File: src/rtl/pipelined_adder_pkg.sv
// Shared types and chunk-geometry helpers for the carry-split pipelined adder.
// Latency: none. These are compile-time helpers only.
// Backpressure: not applicable. No flow control lives here.
package pipelined_adder_pkg;

  // Operation select carried with each beat.
  typedef enum logic {
    OP_ADD = 1'b0,
    OP_SUB = 1'b1
  } op_e;

  // Nominal chunk width: ceil(width / stages).
  function automatic int chunk_cw(input int width, input int stages);
    return (width + stages - 1) / stages;
  endfunction

  // Bit offset of chunk k. It is clamped to width so that trailing chunks
  // start at the top when ceil() leaves them with nothing to add.
  function automatic int chunk_lo(input int k, input int width, input int stages);
    int lo;
    lo = k * chunk_cw(width, stages);
    if (lo > width) lo = width;
    return lo;
  endfunction

  // Width of chunk k. The last chunk takes whatever remains, which can be
  // zero bits wide for some width/stages combinations.
  function automatic int chunk_w(input int k, input int width, input int stages);
    int lo;
    int hi;
    lo = chunk_lo(k, width, stages);
    if (k >= stages - 1) hi = width;
    else                 hi = chunk_lo(k + 1, width, stages);
    return hi - lo;
  endfunction

endpackage

File: src/rtl/adder_pipe_stage.sv
// One adder pipeline stage: adds its operand chunk plus the incoming carry and registers the beat.
// Latency: 1 cycle. The last stage also forms the sign bit and applies optional floor-at-zero.
// Backpressure: holds its beat while valid and downstream is not ready. It loads (even a bubble) otherwise.
module adder_pipe_stage
  import pipelined_adder_pkg::*;
#(
  parameter int WIDTH    = 9,
  parameter int TAG_W    = 4,
  parameter int LO       = 0,
  parameter int W        = 3,
  parameter bit LAST     = 1'b0,
  parameter bit SATURATE = 1'b0
) (
  input  logic             clk_i,
  input  logic             rst_i,
  input  logic             vld_i,
  input  logic             nxt_rdy_i,
  output logic             rdy_o,
  input  logic [WIDTH-1:0] a_i,
  input  logic [WIDTH:0]   b_i,
  input  logic [WIDTH:0]   sum_i,
  input  logic             cin_i,
  input  logic             op_i,
  input  logic [TAG_W-1:0] tag_i,
  output logic             vld_o,
  output logic [WIDTH-1:0] a_o,
  output logic [WIDTH:0]   b_o,
  output logic [WIDTH:0]   sum_o,
  output logic             cout_o,
  output logic             op_o,
  output logic [TAG_W-1:0] tag_o
);

  logic             vld_q;
  logic [WIDTH-1:0] a_q,   a_d;
  logic [WIDTH:0]   b_q,   b_d;
  logic [WIDTH:0]   sum_q, sum_d;
  logic             cout_q, cout_d;
  logic             op_q,  op_d;
  logic [TAG_W-1:0] tag_q, tag_d;

  logic [WIDTH:0]   part_sum;
  logic             part_cout;

  // A stage accepts a new beat (or bubble) whenever it is empty or its own beat moves on.
  assign rdy_o = !vld_q || nxt_rdy_i;

  if (W > 0) begin : g_add
    logic [W:0] chunk;
    // Chunk add: this stage's slice of A and (possibly inverted) B plus the carry from the stage below.
    always_comb begin
      chunk     = {1'b0, a_i[LO +: W]} + {1'b0, b_i[LO +: W]} + {{W{1'b0}}, cin_i};
      part_sum  = sum_i;
      part_sum[LO +: W] = chunk[W-1:0];
      part_cout = chunk[W];
    end
  end else begin : g_pass
    // Zero-width trailing chunk: nothing to add, carry passes straight through.
    assign part_sum  = sum_i;
    assign part_cout = cin_i;
  end

  // Next-state beat: finish the result in the last stage and zero everything for a bubble.
  always_comb begin
    a_d    = a_i;
    b_d    = b_i;
    sum_d  = part_sum;
    cout_d = part_cout;
    op_d   = op_i;
    tag_d  = tag_i;
    if (LAST) begin
      // Top bit of the WIDTH+1 result: A is zero-extended, B's extension bit is 1 only for subtract.
      sum_d[WIDTH] = b_i[WIDTH] ^ part_cout;
      // For subtract the top bit is the sign. The range never overflows, so negative means A < B.
      if (SATURATE && (op_i == OP_SUB) && sum_d[WIDTH]) sum_d = '0;
    end
    if (!vld_i) begin
      a_d    = '0;
      b_d    = '0;
      sum_d  = '0;
      cout_d = 1'b0;
      op_d   = 1'b0;
      tag_d  = '0;
    end
  end

  // Stage register: cleared on reset, loaded whenever this stage is ready, held while stalled.
  always_ff @(posedge clk_i) begin
    if (rst_i) begin
      vld_q  <= 1'b0;
      a_q    <= '0;
      b_q    <= '0;
      sum_q  <= '0;
      cout_q <= 1'b0;
      op_q   <= 1'b0;
      tag_q  <= '0;
    end else if (rdy_o) begin
      vld_q  <= vld_i;
      a_q    <= a_d;
      b_q    <= b_d;
      sum_q  <= sum_d;
      cout_q <= cout_d;
      op_q   <= op_d;
      tag_q  <= tag_d;
    end
  end

  assign vld_o  = vld_q;
  assign a_o    = a_q;
  assign b_o    = b_q;
  assign sum_o  = sum_q;
  assign cout_o = cout_q;
  assign op_o   = op_q;
  assign tag_o  = tag_q;

endmodule

File: src/rtl/pipelined_adder.sv
// Pipelined WIDTH-bit unsigned add/subtract, carry split over STAGES chunk stages, with a sideband tag.
// Latency: STAGES cycles from acceptance to out_valid when there are no stalls. Throughput is 1 beat/cycle.
// Backpressure: valid/ready with per-stage bubble collapse. in_ready depends combinationally on out_ready.
module pipelined_adder
  import pipelined_adder_pkg::*;
#(
  parameter int WIDTH    = 9,
  parameter int STAGES   = 2,
  parameter bit SATURATE = 1'b0,
  parameter int TAG_W    = 4
) (
  input  logic             clk,
  input  logic             rst,
  input  logic             in_valid,
  output logic             in_ready,
  input  logic             op_sub,
  input  logic [WIDTH-1:0] data_in0,
  input  logic [WIDTH-1:0] data_in1,
  input  logic [TAG_W-1:0] tag_in,
  output logic             out_valid,
  input  logic             out_ready,
  output logic [WIDTH:0]   data_out,
  output logic [TAG_W-1:0] tag_out
);

  // Index g is the input side of stage g. Index STAGES is the output of the last stage.
  logic             vld_c  [0:STAGES];
  logic             rdy_c  [0:STAGES];
  logic [WIDTH-1:0] a_c    [0:STAGES];
  logic [WIDTH:0]   b_c    [0:STAGES];
  logic [WIDTH:0]   sum_c  [0:STAGES];
  logic             cout_c [0:STAGES];
  logic             op_c   [0:STAGES];
  logic [TAG_W-1:0] tag_c  [0:STAGES];

  op_e op_in;
  assign op_in = op_e'(op_sub);

  // Pipe entry. Subtract is A + ~B + 1, so B is zero-extended and inverted here, and the +1 enters as the first carry.
  assign vld_c[0]  = in_valid;
  assign a_c[0]    = data_in0;
  assign b_c[0]    = (op_in == OP_SUB) ? ~{1'b0, data_in1} : {1'b0, data_in1};
  assign sum_c[0]  = '0;
  assign cout_c[0] = (op_in == OP_SUB);
  assign op_c[0]   = op_sub;
  assign tag_c[0]  = tag_in;

  // The ready chain runs from the consumer back to the producer.
  assign rdy_c[STAGES] = out_ready;
  assign in_ready      = rdy_c[0];

  for (genvar g = 0; g < STAGES; g++) begin : g_stage
    adder_pipe_stage #(
      .WIDTH    (WIDTH),
      .TAG_W    (TAG_W),
      .LO       (chunk_lo(g, WIDTH, STAGES)),
      .W        (chunk_w(g, WIDTH, STAGES)),
      .LAST     (g == STAGES - 1),
      .SATURATE (SATURATE)
    ) u_stage (
      .clk_i     (clk),
      .rst_i     (rst),
      .vld_i     (vld_c[g]),
      .nxt_rdy_i (rdy_c[g+1]),
      .rdy_o     (rdy_c[g]),
      .a_i       (a_c[g]),
      .b_i       (b_c[g]),
      .sum_i     (sum_c[g]),
      .cin_i     (cout_c[g]),
      .op_i      (op_c[g]),
      .tag_i     (tag_c[g]),
      .vld_o     (vld_c[g+1]),
      .a_o       (a_c[g+1]),
      .b_o       (b_c[g+1]),
      .sum_o     (sum_c[g+1]),
      .cout_o    (cout_c[g+1]),
      .op_o      (op_c[g+1]),
      .tag_o     (tag_c[g+1])
    );
  end

  // Bubbles are loaded as all-zero, so the last stage's registers already read 0 whenever out_valid is 0.
  assign out_valid = vld_c[STAGES];
  assign data_out  = sum_c[STAGES];
  assign tag_out   = tag_c[STAGES];

endmodule

File: config.mk
export PLATFORM = sky130hd
export DESIGN_NAME = pipelined_adder
export DESIGN_NICKNAME = d
export VERILOG_FILES = /design/src/rtl/pipelined_adder_pkg.sv /design/src/rtl/adder_pipe_stage.sv /design/src/rtl/pipelined_adder.sv
export SDC_FILE = /design/constraint.sdc
export NUM_CORES = 1
export LEC_CHECK = 0
export CAP_MARGIN = 40
export CORE_ASPECT_RATIO = 1.4
export CORE_UTILIZATION = 45
export CTS_BUF_LIST = sky130_fd_sc_hd__clkbuf_8
export DETAILED_ROUTE_END_ITERATION = 12
export HOLD_SLACK_MARGIN = 0.1
export PLACE_DENSITY = 0.77
export SYNTH_ARGS = -nofsm -noshare
export SYNTH_HDL_FRONTEND = slang
export SYNTH_SLANG_ARGS = --single-unit
File: constraint.sdc
create_clock -name clk -period 1.8 [get_ports clk]
set_input_delay 0.36 -clock clk [delete_from_list [all_inputs] [get_ports clk]]
set_output_delay 0.36 -clock clk [all_outputs]
set_load 0.01 [all_outputs]
==> results.tsv <==
stage	metric	value	unit
die	rows	25	
route	wl	3.76	mm
sta	worst_pin_slew	286	ps
sta	hold_violations	0	
logic_synthesis	synth_seq_area_share	41.6	%
setup_path	r2r_cells	6	
route	route.detailed.drc	0	
logic_synthesis	synth_area	0.00168	mm2
sta	drv_slew	0	
power_and_ir_drop	p_leak	0.967	nW
status	run_status	finished, violations left	
power_and_ir_drop	p_sw	0.433	mW
setup_path	crit_arrival	2080	ps
grt	grt_use_total	21.2	%
grt	grt_pass1_vias	1481	
grt	grt_pass1_wl	6.16	mm
power_and_ir_drop	p_int	1.44	mW
sta	whs	450	ps
die	io-pin-count	43	
worst_hold_path	worstHoldPathCells	2	
sta	setup_violations	1	
sta	setup_slack	-47.9	ps
power_and_ir_drop	vdd_ir_drop_max	646	uV
power_and_ir_drop	p_comb_share	17.0	%
route	postRouteAntennaNets	0	
setup_path	cp.required	2030	ps
grt	grt_antenna_before_repair	0	
power_and_ir_drop	power_density	778	mW/mm2
setup_path	setup.worst_path.start_class	register	
finish	antenna_cells	0	
sta	slew_headroom	80.9	%
logic_synthesis	synth.avg_cell_area	8.59	um2
sta	rsz0062_at_grt	yes	
setup_path	crit_top_cell	fa_2	
logic_synthesis	yosysUniqueCellTypes	30	
logic_synthesis	syn_nets	233	
power_and_ir_drop	power.share.clock	38.6	%
logic_synthesis	synth-edff-count	0	
worst_hold_path	hp-class	reg2reg	
sta	skew	9.74	ps
grt	grt_max_degree	26	
setup_path	worst_setup_path_end_kind	register	
logic_synthesis	ys.flop_type	dfxtp_1	
cts	cts_tree	yes	
placement	hpwl	2.86	mm
finish	fin_nets	291	
finish	layout_commonest_cell	clkdlybuf4s50_1	
finish	layout_common_cells	37 x clkdlybuf4s50_1, 34 x dfxtp_1, 26 x nand3_1	
die	die_area	0.00399	mm2
finish	area_growth_syn_to_layout	42.6	%
cts	clock_latency	290	ps
setup_path	cp_max_fo	2	
route	drtIter0Drc	35	
placement	dp_slack	-535	ps
die	dieHeight	74.4	um
logic_synthesis	ys_warn_count	0	
logic_synthesis	synthArstFlopShare	0	%
job	drv_cap	0	
grt	grt_overflow	0	
sta	period_share	103	%
setup_path	critPathBufInv	0	
finish	drive_gt1_share	15.7	%
setup_path	critPathTopFamily	adder cells	
route	wire_per_inst	12.7	um
cts	htreeDepth	2	
sta	fmax	0.541	GHz
cts	cts_made_buffers	5	
route	firstDrtPassIters	4	
setup_path	cp_slowest_cell	fa_2	
die	core-area	0.00347	mm2
cts	path_clk_slew	70	ps
logic_synthesis	ys_ff_latch	35	
route	vias	1578	
setup_path	cp.depth	6	
cts	root_buffer	clkbuf_8	
power_and_ir_drop	swShare	23.2	%
die	start_util	48.5	%
cts	cts_sinks	35	
setup_path	crit_chain	fa_2 -> fa_2 -> a21oi_2 -> nor2b_1 -> or4_1 -> nand3_1	
power_and_ir_drop	power_frac_seq	44.4	%
setup_path	cpPeakStageDelay	410	ps
status	violations	negative setup slack	
logic_synthesis	syn_inst	196	
route	vias_per_cell	5.35	
die	die_x	53.7	um
cts	cts_buffer_depth	2	
placement	port_buffers	42	
setup_path	path_class	reg2reg	
placement	gp_congestion	0.854	
sta	final.min_clock_period	1850	ps
power by group through the flow:
stage                     Sequential [mW]  Clock [mW]  Combinational, mW
after floorplan                     0.845           0              0.165
after global placement              0.846           0              0.305
after detailed placement            0.848           0              0.315
after CTS                           0.830       0.735              0.316
after global routing                0.833       0.773              0.351
final                               0.830       0.723              0.317
cells in the mapped netlist, types with 2 or more instances:
master    count  area [um2]
buf_2         3        15.0
inv_1         2        7.51
buf_6         2        22.5
nand2b_1      2        12.5
nand2_1      22        82.6
clkbuf_1      8        30.0
ha_1          7        87.6
or4_1         3        22.5
nand3b_1      5        37.5
dfxtp_1      35         701
fa_1          3        60.1
nor2_1       11        41.3
xor2_1       10        87.6
o21ai_0       5        25.0
a22oi_1       6        45.0
nor4b_1       3        26.3
xnor2_1       2        17.5
nor2b_1       5        31.3
nand3_1      26         130
a21oi_1      26         130
cell families (layout without fill, tap and decap cells):
| family | after synthesis | in the layout | share of synthesized area (%) |
|---|---|---|---|
| AOI/OAI and AO/OA | 40 | 40 | 13.3 |
| buffers and inverters | 18 | 77 | 5.42 |
| DFF | 35 | 35 | 41.6 |
| muxes | 1 | 1 | 0.594 |
| and+or+nand+nor | 80 | 80 | 24.1 |
| xor gates and xnor gates | 12 | 12 | 6.24 |
| adders and majority gates | 10 | 10 | 8.77 |
layout make-up:
| class | instances | area (um2) |
|---|---|---|
| well taps | 40 | 50.0 |
| clock inverters | 2 | 35.0 |
| fillers | 290 | 1070 |
| flip-flops and latches | 35 | 702 |
| repair buffers | 66 | 614 |
| multi-input cells | 143 | 907 |
| clock buffers | 6 | 82.6 |
| inverters | 3 | 11.3 |
worst register-to-register path, cell delays in order (launching register included):
cell,delay [ps]
dfxtp_2,340
fa_2,410
fa_2,360
a21oi_2,140
nor2b_1,60
or4_1,390
nand3_1,90
routing by layer:
| metal | track usage (%) | routed length, um |
|---|---|---|
| met1 | 22.1 | 1470 |
| met2 | 38.7 | 2080 |
| met3 | 3.68 | 103 |
| met4 | 11.4 | 112 |
| met5 | 0 | 0 |
state kept, by name, indices dropped and copies added, names as in the netlist:
signal and count:
g_stage.u_stage.b_o 5, g_stage.u_stage.sum_o 15, g_stage.u_stage.a_o 4, g_stage.u_stage.tag_o 8, g_stage.u_stage.cout_o 1, g_stage.u_stage.vld_o 2
worst paths after layout:
path	start	slack, ps	end
worst max-delay path	g_stage[0].u_stage.b_o[5]	-50	g_stage[1].u_stage.sum_o[9]
worst min register to register	g_stage[1].u_stage.tag_o[1]	450	g_stage[1].u_stage.tag_o[1]
worst max register to register	g_stage[0].u_stage.b_o[5]	-50	g_stage[1].u_stage.sum_o[9]
worst min-delay path	g_stage[1].u_stage.tag_o[1]	450	g_stage[1].u_stage.tag_o[1]
what timing repair did:
item	CTS	global route
hold buffers	0	0
gates resized for setup	4	8
buffers inserted	1	0
setup endpoints to repair	7	6
pin swaps	6	5
metrics by stage:
stage          setup TNS [ps]  area [um2]  util [%]  total power, mW  instances
6_report                -47.9        2400      69.2             1.87        295
5_1_grt                  -297        2400      69.2             1.96        295
4_1_cts                  -230        2390      68.9             1.88        295
3_5_place_dp            -3200        2260      65.2             1.16        286
3_3_place_gp            -2730        2260      65.2             1.15        286
2_1_floorplan           -38.7        1700         -             1.01        196
(Power assumes the default switching activity.)
